--- config.mk ---
export PLATFORM = sky130hd
export DESIGN_NAME = mdu_div_seq
export DESIGN_NICKNAME = d
export VERILOG_FILES = /design/src/rtl/mdu_pkg.sv /design/src/rtl/div_iter_step.sv /design/src/rtl/mdu_div_seq.sv
export SDC_FILE = /design/constraint.sdc
export NUM_CORES = 1
export LEC_CHECK = 0
export BUFFER_PORTS_ARGS = -buffer_cell sky130_fd_sc_hd__buf_2
export CAP_MARGIN = 20
export CORE_MARGIN = 1
export CORE_UTILIZATION = 40
export CTS_CLUSTER_SIZE = 10
export DETAILED_ROUTE_END_ITERATION = 10
export PLACE_DENSITY_LB_ADDON = 0.2
export SYNTH_ARGS = -nofsm -noshare
export SYNTH_HDL_FRONTEND = slang
export SYNTH_SLANG_ARGS = --single-unit
--- constraint.sdc ---
create_clock -name clock -period 3.76 [get_ports clock]
set_clock_uncertainty 0.15 [all_clocks]
set_input_delay 0.376 -clock clock [delete_from_list [all_inputs] [get_ports clock]]
set_output_delay 0.376 -clock clock [all_outputs]
set_load 0.01 [all_outputs]
--- src/rtl/mdu_pkg.sv ---
// Shared definitions for the multiply/divide unit: operand width, divide op
// encodings, divider FSM states and the W-result sign-extension helper.
package mdu_pkg;

    localparam int XLEN = 64;

    typedef enum logic [1:0] {
        DIV_OP_DIV  = 2'd0,
        DIV_OP_DIVU = 2'd1,
        DIV_OP_REM  = 2'd2,
        DIV_OP_REMU = 2'd3
    } div_op_e;

    typedef enum logic [2:0] {
        DIV_IDLE,
        DIV_CALC,
        DIV_FIX,
        DIV_SPECIAL,
        DIV_DONE
    } div_state_e;

    function automatic logic [XLEN-1:0] sext_w(input logic [XLEN-1:0] x);
        return {{(XLEN-32){x[31]}}, x[31:0]};
    endfunction

endpackage

--- src/rtl/div_iter_step.sv ---
// One radix-2 restoring divide iteration: shift {rem,quo} left by one,
// trial-subtract the divisor and shift in the quotient bit.
module div_iter_step #(
    parameter int W = 64
) (
    input  logic [W-1:0] rem_i,
    input  logic [W-1:0] quo_i,
    input  logic [W-1:0] div_i,
    output logic [W-1:0] rem_o,
    output logic [W-1:0] quo_o
);

    logic [W:0] shifted;
    logic [W:0] trial;
    logic       no_borrow;

    // rem < div always holds, so the shifted value fits in W+1 bits and the
    // top bit of the difference is a clean borrow flag.
    assign shifted   = {rem_i, quo_i[W-1]};
    assign trial     = shifted - {1'b0, div_i};
    assign no_borrow = ~trial[W];

    assign rem_o = no_borrow ? trial[W-1:0] : shifted[W-1:0];
    assign quo_o = {quo_i[W-2:0], no_borrow};

endmodule

--- src/rtl/mdu_div_seq.sv ---
// Iterative RV64M divider (DIV/DIVU/REM/REMU and W forms), one quotient bit
// per cycle, valid/ready on both sides with pipeline flush.
module mdu_div_seq #(
    parameter int XLEN = 64
) (
    input  logic            clock,
    input  logic            reset,
    input  logic            flush,
    input  logic            in_valid,
    output logic            in_ready,
    input  logic [1:0]      in_op,
    input  logic            in_is_w,
    input  logic [XLEN-1:0] in_src1,
    input  logic [XLEN-1:0] in_src2,
    output logic            out_valid,
    input  logic            out_ready,
    output logic [XLEN-1:0] out_result
);
    import mdu_pkg::*;

    div_state_e      state_q, state_d;
    logic [6:0]      cnt_q, cnt_d;
    logic [XLEN-1:0] rem_q, rem_d, quo_q, quo_d, dvs_q, dvs_d, res_q, res_d;
    div_op_e         op_q, op_d;
    logic            is_w_q, is_w_d, neg_quo_q, neg_quo_d, neg_rem_q, neg_rem_d;

    // Request-side operand preparation
    div_op_e         op_in;
    logic            signed_op, is_rem_in, sa, sb, div0, ovf;
    logic [XLEN-1:0] a, b, abs_a, abs_b, most_neg, spec_res;

    assign op_in     = div_op_e'(in_op);
    assign signed_op = (op_in == DIV_OP_DIV) || (op_in == DIV_OP_REM);
    assign is_rem_in = in_op[1];
    assign a = !in_is_w ? in_src1 :
               signed_op ? sext_w(in_src1) : {{(XLEN-32){1'b0}}, in_src1[31:0]};
    assign b = !in_is_w ? in_src2 :
               signed_op ? sext_w(in_src2) : {{(XLEN-32){1'b0}}, in_src2[31:0]};
    assign sa       = signed_op & a[XLEN-1];
    assign sb       = signed_op & b[XLEN-1];
    assign abs_a    = sa ? -a : a;
    assign abs_b    = sb ? -b : b;
    assign most_neg = in_is_w ? {{(XLEN-31){1'b1}}, 31'b0} : {1'b1, {(XLEN-1){1'b0}}};
    assign div0     = (b == '0);
    assign ovf      = signed_op && (a == most_neg) && (b == '1);

    always_comb begin
        spec_res = '0;
        if (div0)
            spec_res = is_rem_in ? a : '1;
        else if (ovf)
            spec_res = is_rem_in ? '0 : a;
        if (in_is_w)
            spec_res = sext_w(spec_res);
    end

    logic [XLEN-1:0] step_rem, step_quo;

    div_iter_step #(.W(XLEN)) u_step (
        .rem_i (rem_q),
        .quo_i (quo_q),
        .div_i (dvs_q),
        .rem_o (step_rem),
        .quo_o (step_quo)
    );

    logic [XLEN-1:0] fix_q, fix_r, fix_res;
    assign fix_q   = neg_quo_q ? -quo_q : quo_q;
    assign fix_r   = neg_rem_q ? -rem_q : rem_q;
    assign fix_res = op_q[1] ? fix_r : fix_q;

    always_comb begin
        state_d   = state_q;
        cnt_d     = cnt_q;
        rem_d     = rem_q;
        quo_d     = quo_q;
        dvs_d     = dvs_q;
        res_d     = res_q;
        op_d      = op_q;
        is_w_d    = is_w_q;
        neg_quo_d = neg_quo_q;
        neg_rem_d = neg_rem_q;
        unique case (state_q)
            DIV_IDLE: if (in_valid) begin
                op_d      = op_in;
                is_w_d    = in_is_w;
                neg_quo_d = sa ^ sb;
                neg_rem_d = sa;
                dvs_d     = abs_b;
                cnt_d     = '0;
                // Special results park in rem_q until SPECIAL registers them
                if (div0 || ovf) begin
                    rem_d   = spec_res;
                    state_d = DIV_SPECIAL;
                end else begin
                    rem_d   = '0;
                    quo_d   = in_is_w ? {abs_a[31:0], 32'b0} : abs_a;
                    state_d = DIV_CALC;
                end
            end
            DIV_CALC: begin
                rem_d = step_rem;
                quo_d = step_quo;
                cnt_d = cnt_q + 7'd1;
                if (cnt_q == (is_w_q ? 7'd31 : 7'd63)) begin
                    cnt_d   = '0;
                    state_d = DIV_FIX;
                end
            end
            DIV_FIX: begin
                res_d   = is_w_q ? sext_w(fix_res) : fix_res;
                state_d = DIV_DONE;
            end
            DIV_SPECIAL: begin
                res_d   = rem_q;
                state_d = DIV_DONE;
            end
            DIV_DONE: if (out_ready) state_d = DIV_IDLE;
            default: state_d = DIV_IDLE;
        endcase
        if (flush) begin
            state_d = DIV_IDLE;
            cnt_d   = '0;
        end
    end

    always_ff @(posedge clock) begin
        if (reset) begin
            state_q   <= DIV_IDLE;
            cnt_q     <= '0;
            rem_q     <= '0;
            quo_q     <= '0;
            dvs_q     <= '0;
            res_q     <= '0;
            op_q      <= DIV_OP_DIV;
            is_w_q    <= 1'b0;
            neg_quo_q <= 1'b0;
            neg_rem_q <= 1'b0;
        end else begin
            state_q   <= state_d;
            cnt_q     <= cnt_d;
            rem_q     <= rem_d;
            quo_q     <= quo_d;
            dvs_q     <= dvs_d;
            res_q     <= res_d;
            op_q      <= op_d;
            is_w_q    <= is_w_d;
            neg_quo_q <= neg_quo_d;
            neg_rem_q <= neg_rem_d;
        end
    end

    assign in_ready   = (state_q == DIV_IDLE);
    assign out_valid  = (state_q == DIV_DONE);
    assign out_result = res_q;

endmodule

==> flow_summary.rst <==
.. list-table::
   :header-rows: 1

   * - Metric
     - Value
   * - DRC errors left
     - 0
   * - Area enclosed by the die boundary
     - 0.0585 mm2
   * - Floorplan die height
     - 242 um
   * - Count of yosys warnings during synthesis
     - 0
   * - Crit. Startpoint
     - rem_q[6]$_SDFFE_PP0P_
   * - Part of the cycle the worst path needs
     - 0.976
   * - FMAX
     - 272 MHz
   * - Overall fraction of global-route tracks in use
     - 0.314
   * - Total overflow reported by the global router
     - 0
   * - Sum of negative setup slack
     - 0 ns
   * - Library cell with the highest instance count after synthesis
     - sky130_fd_sc_hd__nor2_1
   * - Gp weighted congestion
     - about 1.0
   * - Mean cell area of the mapped netlist
     - 6.98 um2
   * - Post-DP Area
     - 0.0267 mm2
   * - Cells along the critical path
     - or4_4, nor4_4, nand3_2, or4_4, or2_1, or3_1, o41ai_2, buf_4, xor2_1, a2111oi_2, a211o_1
   * - Synthesized area
     - 0.0230 mm2
   * - Capture instance of the worst register-to-register path
     - out_result[56]$_SDFFE_PP0P_
   * - Initial detailed-routing violation count
     - 2,340
   * - Inserted Clock Buffers
     - 34
   * - Worst Max-Slew Pin Slew
     - 0.960 ns
   * - Largest net degree at the start of global routing
     - 106
   * - Total wire length after detailed routing
     - about 95,000 um
   * - Final number of hold-violating endpoints
     - 0
   * - Post-route insts no fill
     - between 4,000 and 5,000
   * - Endpoint of the most critical setup path
     - out_result[56]$_SDFFE_PP0P_
   * - Clock insertion delay at the later pin of the skew report
     - 0.57 ns
   * - Global-route wire length before repair
     - approximately 140,000 um
   * - Cell accounting for the most synthesized area
     - sky130_fd_sc_hd__dfxtp_1
   * - Number of vias in the routed layout
     - 26,100
   * - Critical Path Most Common Cell
     - sky130_fd_sc_hd__or4_4
   * - Number of library cell types mapped by synthesis
     - 80
   * - Core Footprint
     - 0.0566 mm2
   * - Worst vdd ir
     - 0.258 mV
   * - Total setup violations reported at the end of the flow
     - 0
   * - Number of antenna violations at the first check in global routing
     - 13
   * - Type of the most critical hold path
     - primary input to flop
   * - # IOs
     - between 200 and 250
   * - Max H-tree Level
     - 2
   * - Clock transition at path regs
     - 0.06 ns
   * - Number of flops mapped to enable cells by yosys
     - 0
   * - First-pass detailed-route iteration total
     - 6
   * - Required time of the critical path
     - about 4.1 ns
   * - Net count, final
     - 3,821
   * - Placed Instances
     - 4,329
   * - PortBufs
     - about 200
   * - Max-slew violation count
     - 0
   * - Maximum Capacitance Violations
     - 0
   * - Master of the slowest instance on the critical path
     - sky130_fd_sc_hd__or4_4
   * - Number of global-route vias before repair
     - 23,800
   * - Placement Rows
     - 87
   * - Number of clock sinks
     - 270
   * - Cells after Synth
     - 3,300
   * - Minimum clock period
     - 3.67 ns
   * - Area growth syn-to-layout
     - 21.4%
   * - Fill cells
     - 5,918
   * - Power Density
     - between 300 and 400 mW/mm2
   * - Fraction of final layout cells with drive strength greater than 1
     - 0.185
   * - Top cells by area, synth
     - sky130_fd_sc_hd__dfxtp_1, sky130_fd_sc_hd__nor2_1, sky130_fd_sc_hd__a21oi_1
   * - Max clock buf depth
     - 3
   * - Clk root buf
     - sky130_fd_sc_hd__clkbuf_16
   * - HPWL after detailed placement
     - 74,000 um
   * - Portion of synthesized cell area occupied by the leading cell type
     - 0.235
   * - Synth cell count leaders
     - sky130_fd_sc_hd__nor2_1, sky130_fd_sc_hd__nand2_1, sky130_fd_sc_hd__a21oi_1
   * - Startpoint of the lowest-slack register-to-register path
     - rem_q[6]$_SDFFE_PP0P_
   * - Drt via density
     - 5.96
   * - Synthesized netlist net count
     - 3,507
   * - Cell depth of the worst flop-to-flop path
     - 11
   * - Power consumption
     - 10.8 mW
   * - Sequential share of the synthesized area
     - 0.235
   * - Critical Path End Type
     - flop
   * - Initial Utilization
     - 0.407
   * - Largest fanout of any net on the critical path
     - 4
   * - Predominant post-synthesis flop cell
     - sky130_fd_sc_hd__dfxtp_1
   * - Arrival time of data at the critical path endpoint
     - between 3 and 4 ns
   * - Count of state elements after synthesis
     - between 200 and 300
   * - Flop-to-flop setup slack
     - roughly 0.09 ns
   * - Worst-case headroom to the max-slew limit
     - 0.357
   * - Final non-filler cell area
     - 0.0280 mm2
   * - Post-route ant nets
     - 0
   * - Kind of start point of the critical path
     - flop
   * - Maximum single-stage delay on the critical path
     - 0.59 ns
   * - TritonCTS clock tree
     - yes
   * - Async set-reset flop share out of synthesis
     - 0
   * - Category of the critical setup timing path
     - flop to flop
   * - Chip width
     - 242 um
   * - Run status
     - complete, no violations
   * - Static power due to leakage
     - 10.9 nW
   * - Average wire length per cell after detail routing
     - between 20 and 25 um
[layer usage]
| metal | vias up | track usage | wire length [um] |
|---|---|---|---|
| met5 | - | 0 | 74 |
| met4 | 14 | 0.127 | 3680 |
| met3 | 186 | 0.0573 | 8270 |
| met2 | 1079 | 0.476 | 40900 |
| met1 | 12200 | 0.436 | 42200 |
| li1 | 12700 | - | - |
[where the power goes]
group          total, mW  internal [mW]  switching (mW)  leakage, nW
sequential          3.28           3.05           0.226         2.22
combinational       4.47           1.87            2.60         8.16
clock               3.09           1.77            1.32        0.484
total               10.8           6.69            4.15         10.9
[how the worst min path moves through the flow]
stage	startpoint	cells past startpoint	slack (ns)	to
detailed placement	out_result[63]$_SDFFE_PP0P_	2	0.28	out_result[63]$_SDFFE_PP0P_
floorplan	dvs_q[29]$_SDFFE_PP0P_	2	0.28	dvs_q[29]$_SDFFE_PP0P_
finish	in_src2[1]	3	0.02	dvs_q[1]$_SDFFE_PP0P_
global route	in_src2[0]	3	0.04	dvs_q[0]$_SDFFE_PP0P_
CTS	in_src2[1]	3	0.009	dvs_q[1]$_SDFFE_PP0P_
global placement	out_result[58]$_SDFFE_PP0P_	2	0.27	out_result[58]$_SDFFE_PP0P_
[worst max-delay path: cells and delay by family (launching register included)]
family | cells | cell delay (ns)
simple gates | 6 | 2.04
compound gates | 3 | 0.73
flops | 1 | 0.31
xor+xnor | 1 | 0.17
buf+inv | 1 | 0.16
[layout make-up]
| cell class | count | area, um2 | area share |
|---|---|---|---|
| inverters | 122 | 458 | 0.0164 |
| clock buffers | 44 | 960 | 0.0343 |
| multi-input cells | 2657 | 16400 | 0.588 |
| flip-flops and latches | 270 | 5420 | 0.194 |
| well taps | 756 | 946 | 0.0338 |
| clock inverters | 3 | 18.8 | 0.000671 |
| diodes | 5 | 12.5 | 0.000448 |
| repair buffers | 529 | 3700 | 0.132 |
[placed cells by master, fill, tap and decap left out, types with 24 or more instances in the layout]
cell | netlist | final
sky130_fd_sc_hd__a21oi_1 | 286 | 280
sky130_fd_sc_hd__or4_1 | 35 | 34
sky130_fd_sc_hd__xor2_1 | 127 | 127
sky130_fd_sc_hd__a211oi_1 | 112 | 111
sky130_fd_sc_hd__o31ai_1 | 66 | 66
sky130_fd_sc_hd__a311oi_1 | 33 | 33
sky130_fd_sc_hd__o21ai_0 | 244 | 240
sky130_fd_sc_hd__nand2b_1 | 26 | 26
sky130_fd_sc_hd__nor2_1 | 427 | 424
sky130_fd_sc_hd__nor4_1 | 36 | 36
sky130_fd_sc_hd__mux2i_1 | 31 | 30
sky130_fd_sc_hd__o221ai_1 | 24 | 24
sky130_fd_sc_hd__inv_1 | 122 | 120
sky130_fd_sc_hd__dfxtp_1 | 270 | 261
sky130_fd_sc_hd__nor3_1 | 107 | 103
sky130_fd_sc_hd__buf_4 | 0 | 311
sky130_fd_sc_hd__nand3_1 | 43 | 43
sky130_fd_sc_hd__o22ai_1 | 45 | 45
sky130_fd_sc_hd__o211ai_1 | 41 | 41
sky130_fd_sc_hd__nand4_1 | 49 | 49
sky130_fd_sc_hd__o41ai_1 | 28 | 25
sky130_fd_sc_hd__a31oi_1 | 26 | 25
sky130_fd_sc_hd__buf_2 | 4 | 199
sky130_fd_sc_hd__nand2_1 | 326 | 324
sky130_fd_sc_hd__or3_1 | 45 | 42
sky130_fd_sc_hd__xnor2_1 | 142 | 142
sky130_fd_sc_hd__ha_1 | 70 | 67
sky130_fd_sc_hd__clkbuf_16 | 0 | 37
sky130_fd_sc_hd__a21o_1 | 33 | 33
[sequential cells by signal, indices dropped and copies added (netlist names), 3 cells and up]
name        count
quo_q          64
dvs_q          64
state_q         3
cnt_q           7
out_result     64
rem_q          64
[cells by family (layout without fill, tap and decap cells)]
group                    count (synthesis)  count (layout)  share of synthesized area
flip-flops                             270             270                      0.235
adder cells (fa/ha/maj)                 71              71                     0.0389
buffers and inverters                  373             698                     0.0617
AND/OR/NAND/NOR                       1175            1175                      0.235
other                                    0               5                          0
AO/OA/AOI/OAI                         1100            1100                      0.309
XOR/XNOR                               269             269                      0.102
multiplexers                            42              42                     0.0188
[timing repair]
| item | in CTS | in global routing |
|---|---|---|
| endpoints found under the hold margin | 1 | 0 |
| resized for setup | 10 | 40 |
| gates cloned | 0 | 2 |
| buffers inserted | 0 | 2 |
| hold buffers | 1 | 0 |
| endpoints found under the setup margin | 50 | 46 |
| pin swaps | 4 | 15 |
[through the flow]
step | utilization | hold WS (ns) | setup slack [ns]
final | 0.494 | 0.0243 | 0.0900
after global routing | 0.494 | 0.0385 | -0.00488
after CTS | 0.490 | 0.00907 | 0.0643
after detailed placement | 0.471 | 0.280 | -0.217
after global placement | 0.471 | 0.275 | -0.106
after floorplan | - | 0.282 | 0.0543
(Power assumes the default switching activity.)
